===== src/rtl/seq_pkg.sv =====
// Shared types and constants for the "101" frame transmitter and its receivers.
// The optional parity state PAR is only reachable when SEQ_TX_PARITY_EN is defined.
package seq_pkg;

  typedef enum logic [2:0] {
    IDLE  = 3'd0,
    PRE1  = 3'd1,
    PRE0  = 3'd2,
    PRE1B = 3'd3,
    DATA  = 3'd4,
    PAR   = 3'd5,
    GAP   = 3'd6
  } state_t;

  localparam logic [2:0] PREAMBLE = 3'b101;
  localparam int         PRE_LEN  = 3;

endpackage


===== src/rtl/seq_piso.sv =====
// Parallel-in serial-out shift register, MSB first, zero-filled on shift.
module seq_piso #(
  parameter int DATA_W = 8
) (
  input  logic              clk,
  input  logic              reset,
  input  logic              load,
  input  logic              shift,
  input  logic [DATA_W-1:0] din,
  output logic              msb
);

  logic [DATA_W-1:0] shreg;

  // Load wins over shift so a word can never be corrupted on the accepting edge.
  always_ff @(posedge clk or negedge reset) begin
    if (!reset) begin
      shreg <= '0;
    end else if (load) begin
      shreg <= din;
    end else if (shift) begin
      shreg <= shreg << 1;
    end
  end

  assign msb = shreg[DATA_W-1];

endmodule


===== src/rtl/seq_101_frame_tx.sv =====
// Serial "101"-preamble frame transmitter (Moore FSM, one bit per clock).
// Define SEQ_TX_PARITY_EN to append an even-parity bit after the payload.
module seq_101_frame_tx
  import seq_pkg::*;
#(
  parameter int DATA_W     = 8,
  parameter int GAP_CYCLES = 2
) (
  input  logic              clk,
  input  logic              reset,
  input  logic [DATA_W-1:0] in_data,
  input  logic              in_valid,
  output logic              in_ready,
  output logic              out,
  output logic              busy,
  output logic              done
);

  localparam int BCW = $clog2(DATA_W + 1);
  localparam int GCW = $clog2(GAP_CYCLES + 1);
  localparam logic [BCW-1:0] BIT_LAST = BCW'(DATA_W - 1);
  localparam logic [GCW-1:0] GAP_LAST = GCW'(GAP_CYCLES - 1);

  state_t         state_q, state_d;
  logic [BCW-1:0] bit_cnt_q;
  logic [GCW-1:0] gap_cnt_q;
  logic           accept;
  logic           shift;
  logic           msb;
  logic           bit_last;
  logic           gap_last;

  assign in_ready = (state_q == IDLE);
  assign accept   = in_ready && in_valid;
  assign bit_last = (bit_cnt_q == BIT_LAST);
  assign gap_last = (gap_cnt_q == GAP_LAST);

  seq_piso #(.DATA_W(DATA_W)) u_piso (
    .clk   (clk),
    .reset (reset),
    .load  (accept),
    .shift (shift),
    .din   (in_data),
    .msb   (msb)
  );

`ifdef SEQ_TX_PARITY_EN
  logic par_q;

  always_ff @(posedge clk or negedge reset) begin
    if (!reset) begin
      par_q <= 1'b0;
    end else if (accept) begin
      par_q <= ^in_data;
    end
  end
`endif

  always_ff @(posedge clk or negedge reset) begin
    if (!reset) begin
      state_q <= IDLE;
    end else begin
      state_q <= state_d;
    end
  end

  // Counters idle at zero outside their state, so they are cleared on entry and never wrap.
  always_ff @(posedge clk or negedge reset) begin
    if (!reset) begin
      bit_cnt_q <= '0;
      gap_cnt_q <= '0;
    end else begin
      bit_cnt_q <= (state_q == DATA) ? bit_cnt_q + 1'b1 : '0;
      gap_cnt_q <= (state_q == GAP)  ? gap_cnt_q + 1'b1 : '0;
    end
  end

  always_comb begin
    state_d = IDLE;
    shift   = 1'b0;
    case (state_q)
      IDLE:  state_d = accept ? PRE1 : IDLE;
      PRE1:  state_d = PRE0;
      PRE0:  state_d = PRE1B;
      PRE1B: state_d = DATA;
      DATA: begin
        shift = 1'b1;
`ifdef SEQ_TX_PARITY_EN
        state_d = bit_last ? PAR : DATA;
`else
        state_d = bit_last ? GAP : DATA;
`endif
      end
`ifdef SEQ_TX_PARITY_EN
      PAR:   state_d = GAP;
`endif
      GAP:   state_d = gap_last ? IDLE : GAP;
      default: state_d = IDLE;
    endcase
  end

  // Outputs depend only on registered state, so reset forces out low immediately.
  always_comb begin
    out = 1'b0;
    case (state_q)
      PRE1:  out = PREAMBLE[PRE_LEN-1];
      PRE0:  out = PREAMBLE[PRE_LEN-2];
      PRE1B: out = PREAMBLE[PRE_LEN-3];
      DATA:  out = msb;
`ifdef SEQ_TX_PARITY_EN
      PAR:   out = par_q;
`endif
      default: out = 1'b0;
    endcase
  end

  assign busy = (state_q != IDLE);
  assign done = (state_q == GAP) && gap_last;

endmodule


===== config.mk =====
export PLATFORM = sky130hd
export DESIGN_NAME = seq_101_frame_tx
export DESIGN_NICKNAME = d
export VERILOG_FILES = /design/src/rtl/seq_pkg.sv /design/src/rtl/seq_piso.sv /design/src/rtl/seq_101_frame_tx.sv
export SDC_FILE = /design/constraint.sdc
export NUM_CORES = 1
export LEC_CHECK = 0
export ABC_AREA = 1
export CAP_MARGIN = 20
export CORE_MARGIN = 3
export CORE_UTILIZATION = 49
export DETAILED_ROUTE_END_ITERATION = 10
export GPL_TIMING_DRIVEN = 1
export HOLD_SLACK_MARGIN = 0.1
export MAX_ROUTING_LAYER = met4
export PLACE_DENSITY = 0.83
export SYNTH_ARGS = -nofsm -noshare
export SYNTH_HDL_FRONTEND = slang
export SYNTH_SLANG_ARGS = --single-unit

===== constraint.sdc =====
create_clock -name clk -period 1.32 [get_ports clk]
set_clock_uncertainty 0.05 [all_clocks]
set_input_delay 0.198 -clock clk [delete_from_list [all_inputs] [get_ports clk]]
set_output_delay 0.198 -clock clk [all_outputs]
set_load 0.005 [all_outputs]

Word-level counts from Yosys, hierarchy flattened
Cells that the tools add are included.

Mux-type cells: 10. Reductions and logical operators: 6. Equal/unequal tests: 7. Add/sub/neg operators: 2.

Operators by type and width (number): $pmux W3 S6 (1); $mux W8 (2); $eq A3 B2 Y1 const B (2); $eq A3 B3 Y1 const B (2); $add A4 B1 Y4 const B (1); $eq A4 B3 Y1 const B (1); $mux W2 (2); $mux W4 (1); $eq A3 B1 Y1 const B (1); $logic_not A3 Y1 (1); $mux W3 (1); $reduce_bool A3 Y1 (1); $add A2 B1 Y2 const B (1); $eq A2 B1 Y1 const B (1); $logic_and A1 B1 Y1 (2); $mux W1 (2); $pmux W1 S2 (1); $reduce_bool A2 Y1 (1); $reduce_or A2 Y1 (1).

Bits in registers: 17. Logic and storage cells: 29.

Logic depth before layout (Yosys ltp)
Gate-level depths: netlist (run 1).

Depth after elaboration: 4. Gate-level depth with buffers: 6. Gate-level depth less buffers: 5.

Hierarchy
A second synthesis (run 1) with hierarchy kept.

Cells, all modules: 98. Area total of the unflattened synthesis: 824.5 µm².

Modules (own cells, without submodules): seq_101_frame_tx (seq. area each 225.2 µm², cells each 55, times used 1, area an instance 447.9 µm²); seq_piso (seq. area each 200.2 µm², cells each 43, times used 1, area an instance 376.6 µm²).

Worst setup path before layout (run 1)
No wires, ideal clock.

Path type: flip-flop to output port. Start point: register state_q[0]. End point: output out. Data required time: 1.072 ns. Path slack: 0.148 ns. Stages on the path, launching flop included: 6. Arrival time: 0.924 ns. Cells stage by stage: dfrtp_1 -> nor2_4 -> nand2_2 -> inv_1 -> nand2_1 -> o21ai_0.

Longest elaborated chain between the ends: 3. Elaborated cells on any way between the ends: 5. Classes of those cells: 3 x eq/ne; 1 x mux; 1 x reduce/logical.

RTL lines: start: declaration (RTL line seq_101_frame_tx.sv:24) `state_t state_q, state_d;`; start signal: assignment (RTL line seq_101_frame_tx.sv:63) `state_q <= state_d;`; $eq A3 B2 Y1 or $eq A3 B1 Y1 (tied branches) (RTL line seq_101_frame_tx.sv:105) `case (state_q)`; $reduce_or A2 Y1 (no line); $pmux W1 S2 (*) (RTL line seq_101_frame_tx.sv:105); end: declaration (RTL line seq_101_frame_tx.sv:14) `output logic out,`.

Mark *: on every way between the ends. The rest lies on a longest branch, timed or not.

Worst setup path after layout (run 1)
Ends and elaborated chain as after synthesis.

==> reports/qor.yml, run 1 <==
setup_path:
  rr_startpoint: "state_q[0]"
  path_max_fanout: 2
  critical_path_class: "register to output port"
  cp.arrival_ps: 1320
  cp_num_buf_inv: 3
  crit_family: "flip-flops"
  path_common_cell: "nand2_2"
  crit_required_ps: 1070
  crit_start: "state_q[0]"
  critPathLaunchType: "register"
  crit_chain: "buf_6 -> nor2_4 -> nand2_2 -> inv_2 -> nand2_2 -> o21ai_2 -> buf_2"
  cpPeakStageDelay_ps: 420
  crit_path_end_kind: "output port"
  slowest_stage: "dfrtp_1"
global_route:
  grt_start_max_net_pins: 18
  grt_pass1_vias: 714
  track_usage_pct: 21.1
  antenna_found_initial: 0
  overflow: 0
  grt_pass1_wl_um: 3030
drt:
  routed_via_density: 5.31
  routedWlPerCell_um: 13.5
  routed_wl_um: 2020
  firstDrtPassIters: 4
  drc_errors: 0
  drt_iter0_drc: 15
  postRouteAntennaNets: 0
  vias: 797
clocking:
  cts-htree-levels: 1
  clk_path_buf_depth: 2
  insertion_delay_ps: 300
  root_buffer: "clkbuf_4"
  cts_made_buffers: 3
  cts.sinks: 17
  cts_tree: "yes"
  clk_pin_slew_ps: 100
timing:
  fin_ws_ps: -244
  final-setup-viol-count: 4
  setup_tns_ps: -746
  rsz0062_at_grt: "yes"
  slew_headroom_pct: 84.1
  final_hold_viol_count: 0
  timing.fmax_mhz: 639
  tightest_slew_ps: 236
  fin_crit_ps: 1560
  post-route-period-util_pct: 119
  drv_slew: 0
synth:
  ys_warn_count: 0
  ys_seq_area_share_pct: 51.8
  yosys.area.top_type: "dfrtp_1"
  ys_types: 20
  synth.avg_cell_area_um2: 8.73
  yosysTopAreaCellShare_pct: 51.8
  syn-cell-area_um2: 821
  synth_fp_nets: 107
  synth-seq-cells: 17
  yosys-top-cells-area: "dfrtp_1 (52%), nand2_1 (10%), nand4_1 (7.6%)"
  synth_cells: 94
job:
  drv_cap: 0
final_layout:
  seqCellArea_um2: 427
  multi_input_area_um2: 354
  fill_cells: 104
  antenna_cells: 0
  syn2layout_area_growth_pct: 46.8
  drive_gt1_share_pct: 34.3
  final_net_count: 148
  utilization_pct: 78.2
die:
  pin_count: 15
  die_y_um: 46.9
  initial_core_util_pct: 53.2
  dieWidth_um: 46.9
  die_area_um2: 2200
  num_rows: 14
  core_area_um2: 1540
placement:
  dpl_worst_slack_ps: -286
  portBuffers: 14
  place_hpwl_um: 1320
  gp_congestion: 0.797
min_path:
  hp-class: "input port to asynchronous set/reset pin"
pwr:
  power.total_uw: 2400
  leakagePower_uw: 0.000587
  irDropWorstVdd_uv: 1780
  p_per_area_nw_per_um2: 1990
outcome:
  status: "complete, but fails checks"
  violations: "setup timing"
[power by group]
part	leakage, uW	switching [uW]	internal, uW
logic	0.000353	608	661
registers	0.000220	142	700
clock network	0.0000150	169	118
total	0.000587	918	1480
[kinds of logic (layout without fill, tap and decap cells)]
logic type	Yosys count	after routing	share of synthesized area, %
adders and majority gates	2	2	3.05
buffers and inverters	15	55	8.84
and+or+nand+nor	54	54	31.6
DFF	17	17	51.8
AOI/OAI and AO/OA	6	6	4.72
[routing by layer]
layer	track usage, %	vias to the layer above	routed length, um
li1	-	395	-
met1	24.5	378	883
met2	32.8	20	1020
met3	3.45	4	70
met4	14.9	0	42
met5	-	-	0
[flip-flops by register name, summed over array words and instances, names as in the netlist]
name / cells
bit_cnt_q: 4
gap_cnt_q: 2
state_q: 3
u_piso.shreg: 8
[placed cells by master (no fill, tap or decap)]
cell | netlist | final
o21ai_4 | 0 | 1
clkbuf_4 | 0 | 3
nor2_4 | 1 | 1
ha_2 | 0 | 1
nand4_1 | 10 | 10
o211ai_1 | 1 | 1
clkdlybuf4s15_2 | 0 | 1
o21ai_1 | 1 | 1
buf_6 | 2 | 3
dfrtp_2 | 0 | 1
ha_1 | 2 | 1
nand3_1 | 11 | 10
nand2_1 | 22 | 20
nand2_2 | 1 | 3
buf_2 | 1 | 2
dfrtp_1 | 17 | 16
nor2_1 | 7 | 6
nor3_2 | 0 | 1
a21oi_1 | 1 | 1
dlygate4sd2_1 | 0 | 1
clkdlybuf4s50_1 | 0 | 10
clkbuf_1 | 0 | 1
buf_4 | 0 | 22
clkinvlp_4 | 0 | 1
o31ai_1 | 1 | 1
nor2_2 | 0 | 1
inv_1 | 11 | 9
inv_2 | 0 | 2
nand3_2 | 1 | 2
o21ai_2 | 1 | 1
[worst paths after layout]
path,cells after the start,slack [ps],to
max reg2reg,6,10,u_piso.shreg[6]
min reg2reg,1,390,gap_cnt_q[0]
max,7,-240,out
min,2,160,u_piso.shreg[1]
max in group asynchronous,2,850,state_q[2]
min in group clk,3,390,u_piso.shreg[0]
[cell usage after synthesis, drive strengths merged]
library cell,instances
inv,11
nand4,10
clkinv,1
o31ai,1
dfrtp,17
nand2,23
o211ai,1
o21ai,3
nand3,12
a21oi,1
nor3,1
ha,2
nor2,8
buf,3
[stage by stage]
stage                     area (um^2)  hold slack (ps)  std cells
after floorplan                   821             -148         94
after global placement           1070              370        136
after global routing             1200              175        150
final                            1200              161        150
after detailed placement         1070              372        136
after CTS                        1160              171        145
[timing repair]
| item | 4_1_cts | 5_1_grt |
|---|---|---|
| pin swaps | 2 | 2 |
| gates resized for setup | 27 | 3 |
| endpoints found under the setup margin | 4 | 13 |
| setup buffers | 5 | 7 |
| hold buffers | 0 | 0 |
[area by class of cell]
cell class              instances  area share (%)
multi-input cells              62            29.4
repair buffers                 39            27.3
clock buffers                   4            2.18
inverters                      12            4.05
flip-flops and latches         17            35.4
well taps                      16            1.66
(Power assumes the default switching activity.)
==> run 2, diff against run 1 <==
Settings changed: CORE_UTILIZATION 49 to 30, PLACE_DENSITY 0.83 to 0.59.
==> run 2 against run 1 <==
Against the previous run: sequential power barely moved; die area rose by 54%; the flow still finishes with violations (setup timing); worst hold slack got worse by 10 ps; critical path type unchanged; wire length rose by 5.9%; critical path depth fell by 1; maximum frequency fell by 2.8%; core utilization fell by 27 points; clock power rose by 2%.
==> reports/qor.yml, run 2 (synthesis results as in run 1) <==
clocking:
  clk_path_buf_depth: 2
  insertion_delay_ps: 310
  cts-htree-levels: 1
  cts_tree: "yes"
  cts_made_buffers: 3
  root_buffer: "clkbuf_4"
  clk_pin_slew_ps: 110
  cts.sinks: 17
timing:
  tightest_slew_ps: 218
  drv_slew: 0
  timing.hold.ws_ps: 151
  final-setup-viol-count: 13
  post-route-period-util_pct: 122
  fin_crit_ps: 1610
  slew_headroom_pct: 85.3
  rsz0062_at_grt: "yes"
  final_hold_viol_count: 0
  fin_ws_ps: -290
  timing.fmax_mhz: 621
pwr:
  irDropWorstVdd_uv: 1380
  p_per_area_nw_per_um2: 2070
  leakagePower_uw: 0.000662
  power.total_uw: 2720
global_route:
  grt_pass1_vias: 826
  grt_util_met1_pct: 14.3
  gr-usage-met2_pct: 24.1
  antenna_found_initial: 0
  grt_pass1_wl_um: 3480
  grtUsageMet3_pct: 5.26
  grt_start_max_net_pins: 18
  overflow: 0
  track_usage_pct: 14.2
  top_usage_layer: "met2"
final_layout:
  utilization_pct: 51.6
  final_net_count: 156
  layout_common_cells: "buf_4 (27), dfrtp_1 (16), nand2_1 (15), nand4_1 (10), clkdlybuf4s50_1 (10)"
  drive_gt1_share_pct: 43.0
  regMostFlops: "u_piso.shreg"
  final_common_cell: "buf_4"
  reg_top3: "u_piso.shreg x8, bit_cnt_q x4, state_q x3"
  antenna_cells: 0
  largest_reg_flops: 8
  syn2layout_area_growth_pct: 60.1
setup_path:
  crit_path_end_kind: "output port"
  r2r_slack_ps: -70
  cp.arrival_ps: 1360
  critical_path_class: "register to output port"
  crit_required_ps: 1070
  rr_worst_depth: 8
  rr_startpoint: "state_q[0]"
  path_max_fanout: 4
  r2r-end: "u_piso.shreg[6]"
  critPathLaunchType: "register"
placement:
  gp_congestion: 0.818
  portBuffers: 14
  place_hpwl_um: 1360
drt:
  vias: 816
  drc_errors: 0
  routed_via_density: 4.74
  drt_iter0_drc: 17
  firstDrtPassIters: 4
  routedWlPerCell_um: 12.4
  postRouteAntennaNets: 0
  routed_wl_um: 2140
die:
  initial_core_util_pct: 32.3
  die_y_um: 58.3
  core_area_um2: 2540
  pin_count: 15
  dieWidth_um: 58.3
  num_rows: 18
  die_area_um2: 3400
outcome:
  violations: "setup timing"
  status: "complete, but fails checks"
min_path:
  hp-class: "input port to asynchronous set/reset pin"
job:
  drv_cap: 0
[run 2: power by group]
group,internal [uW],switching (uW),total [uW]
registers,701,144,845
clock network,113,178,291
logic,874,710,1580
[run 2: worst max-delay path, stage by stage, from the launching register on]
cell and delay, ps:
dfrtp_1 400, buf_4 130, buf_6 100, inv_6 40
buf_4 120, o21ai_1 120, buf_2 140
[run 2: what timing repair did]
action                     CTS  global route
buffers inserted             9             9
hold buffers                 0             0
setup endpoints to repair    4            13
pin swaps                    3             4
resized for setup           31            16
[run 2: cell type report]
type / instances / area [um^2]
fillers: 226 / 1230
flip-flops and latches: 17 / 427
repair buffers: 47 / 394
multi-input cells: 62 / 378
inverters: 12 / 50.0
well taps: 30 / 37.5
clock buffers: 3 / 22.5
clock inverters: 1 / 5.00
[run 2: per-layer routing]
layer  routed length, um  share of wire (%)
met1                 918                 43
met3                  86                4.0
met5                   0                  0
met2                1100                 51
met4                  37                1.7
[run 2: worst max path at each step]
stage               startpoint   to  cells past startpoint
CTS                 state_q[1]  out                      7
floorplan           state_q[0]  out                      5
global placement    state_q[0]  out                      6
detailed placement  state_q[0]  out                      6
finish              state_q[0]  out                      6
global route        state_q[0]  out                      7
[run 2: stage by stage]
step           worst slack (ps)  std cells  area, um^2  TNS (ps)
3_5_place_dp               -231        153        1110      -745
3_3_place_gp               -205        153        1110      -678
6_report                   -290        172        1310     -1410
2_1_floorplan               148         94         821         0
5_1_grt                    -380        172        1310     -2290
4_1_cts                    -251        166        1220      -854
==> run 3, diff against run 2 <==
Settings changed: PLACE_DENSITY 0.59 to 0.6.
Clock period 1.32 ns to 1.37 ns, I/O delays scaled along.
==> run 3 against run 2 <==
Against the previous run: the flow still finishes with violations (setup timing); total power down 12%; clock-buffer cell count unchanged; first-iteration DRC count down 41%; global-route usage down 1.1 points; critical path depth up 1; sequential share of layout area up 1.5 points; cell count down 1.7%; register-to-register slack better by 60 ps; die area unchanged; clock power down 8.2%; critical path type unchanged.
==> reports/qor.yml, run 3 (synthesis results as in run 1) <==
outcome:
  status: "complete, but fails checks"
  violations: "setup timing"
setup_path:
  crit_required_ps: 1110
  crit_family: "flip-flops"
  r2r_slack_ps: -10
  path_common_cell: "nand2_2"
  crit_chain: "buf_6 -> nor2_4 -> nand2_2 -> inv_2 -> nand2_2 -> o21ai_1 -> buf_2"
  critical_path_class: "register to output port"
  slowest_stage: "dfrtp_1"
  crit_path_end_kind: "output port"
  cp_num_buf_inv: 3
  cp.arrival_ps: 1310
  cpPeakStageDelay_ps: 420
  critPathLaunchType: "register"
  path_max_fanout: 2
placement:
  portBuffers: 14
  place_hpwl_um: 1350
  dp_cells: 153
  gp_congestion: 0.783
final_layout:
  utilization_pct: 49.4
  final_common_cell: "buf_4"
  drive_gt1_share_pct: 36.7
  layout.cells.non_filler: 169
  largest_reg_flops: 8
  layout_common_cells: "buf_4 (25), nand2_1 (20), dfrtp_1 (16)"
  syn2layout_area_growth_pct: 53.0
  final_net_count: 153
  reg_top3: "u_piso.shreg x8, bit_cnt_q x4, state_q x3"
  regMostFlops: "u_piso.shreg"
  antenna_cells: 0
timing:
  final-setup-viol-count: 5
  slew_headroom_pct: 85.6
  rsz0062_at_grt: "yes"
  final_hold_viol_count: 0
  timing.fmax_mhz: 640
  fin_crit_ps: 1560
  drv_slew: 0
  post-route-period-util_pct: 114
  fin_ws_ps: -193
  tightest_slew_ps: 216
clocking:
  cts_tree: "yes"
  clk_path_buf_depth: 2
  insertion_delay_ps: 290
  ctsHoldBuffers: 0
  cts_made_buffers: 3
  root_buffer: "clkbuf_4"
  cts.sinks: 17
  clk_pin_slew_ps: 100
  cts-htree-levels: 1
die:
  dieWidth_um: 58.3
  pin_count: 15
  initial_core_util_pct: 32.3
  die_area_um2: 3400
  num_rows: 18
  die_y_um: 58.3
  core_area_um2: 2540
global_route:
  track_usage_pct: 13.0
  grt_start_max_net_pins: 18
  grt_pass1_wl_um: 3300
  grt_pass1_vias: 805
  overflow: 0
  antenna_found_initial: 0
drt:
  routed_wl_um: 1930
  vias: 781
  drc_errors: 0
  firstDrtPassIters: 4
  drt_iter0_drc: 10
  postRouteAntennaNets: 0
  routed_via_density: 4.62
  routedWlPerCell_um: 11.4
job:
  drv_cap: 0
pwr:
  p_per_area_nw_per_um2: 1900
  irDropWorstVdd_uv: 1150
  leakagePower_uw: 0.000615
min_path:
  hp-class: "input port to asynchronous set/reset pin"
==> run 3: cell count changes in the layout (fill, tap and decap cells not counted), moves of 4 or more <==
cell	delta
nand3_2	-5
nand2_2	-4
nand3_1	+4
nand2_1	+5
==> run 3: power breakdown <==
part	switching [uW]	leakage [uW]	total (uW)	internal, uW
clock network	158	0.0000177	267	109
registers	123	0.000220	798	675
logic	607	0.000378	1320	714
total	888	0.000615	2390	1500
==> run 3: layer usage <==
| layer | vias up | GRT usage (%) | routed length, um |
|---|---|---|---|
| met3 | 4 | 2.41 | 81 |
| li1 | 403 | - | - |
| met2 | 22 | 22.3 | 963 |
| met4 | 0 | 6.62 | 48 |
| met1 | 352 | 14.4 | 833 |
| met5 | - | - | 0 |
==> run 3: repair_timing <==
action	CTS	global route
buffers inserted	13	1
setup endpoints to repair	4	14
pin swaps	4	4
resized for setup	29	7
==> run 3: worst paths after layout <==
kind | start | to | cells after the start
max | state_q[0] | out | 7
min | reset | u_piso.shreg[2] | 2
max reg2reg | state_q[0] | u_piso.shreg[1] | 7
min reg2reg | gap_cnt_q[0] | gap_cnt_q[0] | 1
max in group asynchronous | reset | state_q[2] | 2
min in group clk | in_data[0] | u_piso.shreg[0] | 3
==> run 3: through the flow <==
step                worst slack, ps  power, uW  setup TNS, ps  hold slack [ps]  instance area [um^2]
floorplan                       190       1320              0             -140                   821
global placement               -133       1780           -410              366                  1110
detailed placement             -174       1810           -543              379                  1110
CTS                            -172       2370           -390              170                  1240
global route                   -268       2590          -1350              196                  1260
finish                         -193       2390           -472              166                  1260
==> run 3: cell type report <==
class | count | area, um^2
Clock buffer | 3 | 22.5
Clock inverter | 1 | 5.00
Fill cell | 258 | 1290
Inverter | 12 | 47.5
Multi-Input combinational cell | 62 | 353
Sequential cell | 17 | 427
Tap cell | 30 | 37.5
Timing Repair Buffer | 44 | 364
==> run 3: worst register-to-register path, cell delays in order, from the launching register on <==
cell and delay [ps]:
dfrtp_1 420, buf_6 140, nor2_4 120, buf_4 190, o21ai_2 80, buf_4 150, nand2_1 50, nand3_1 70
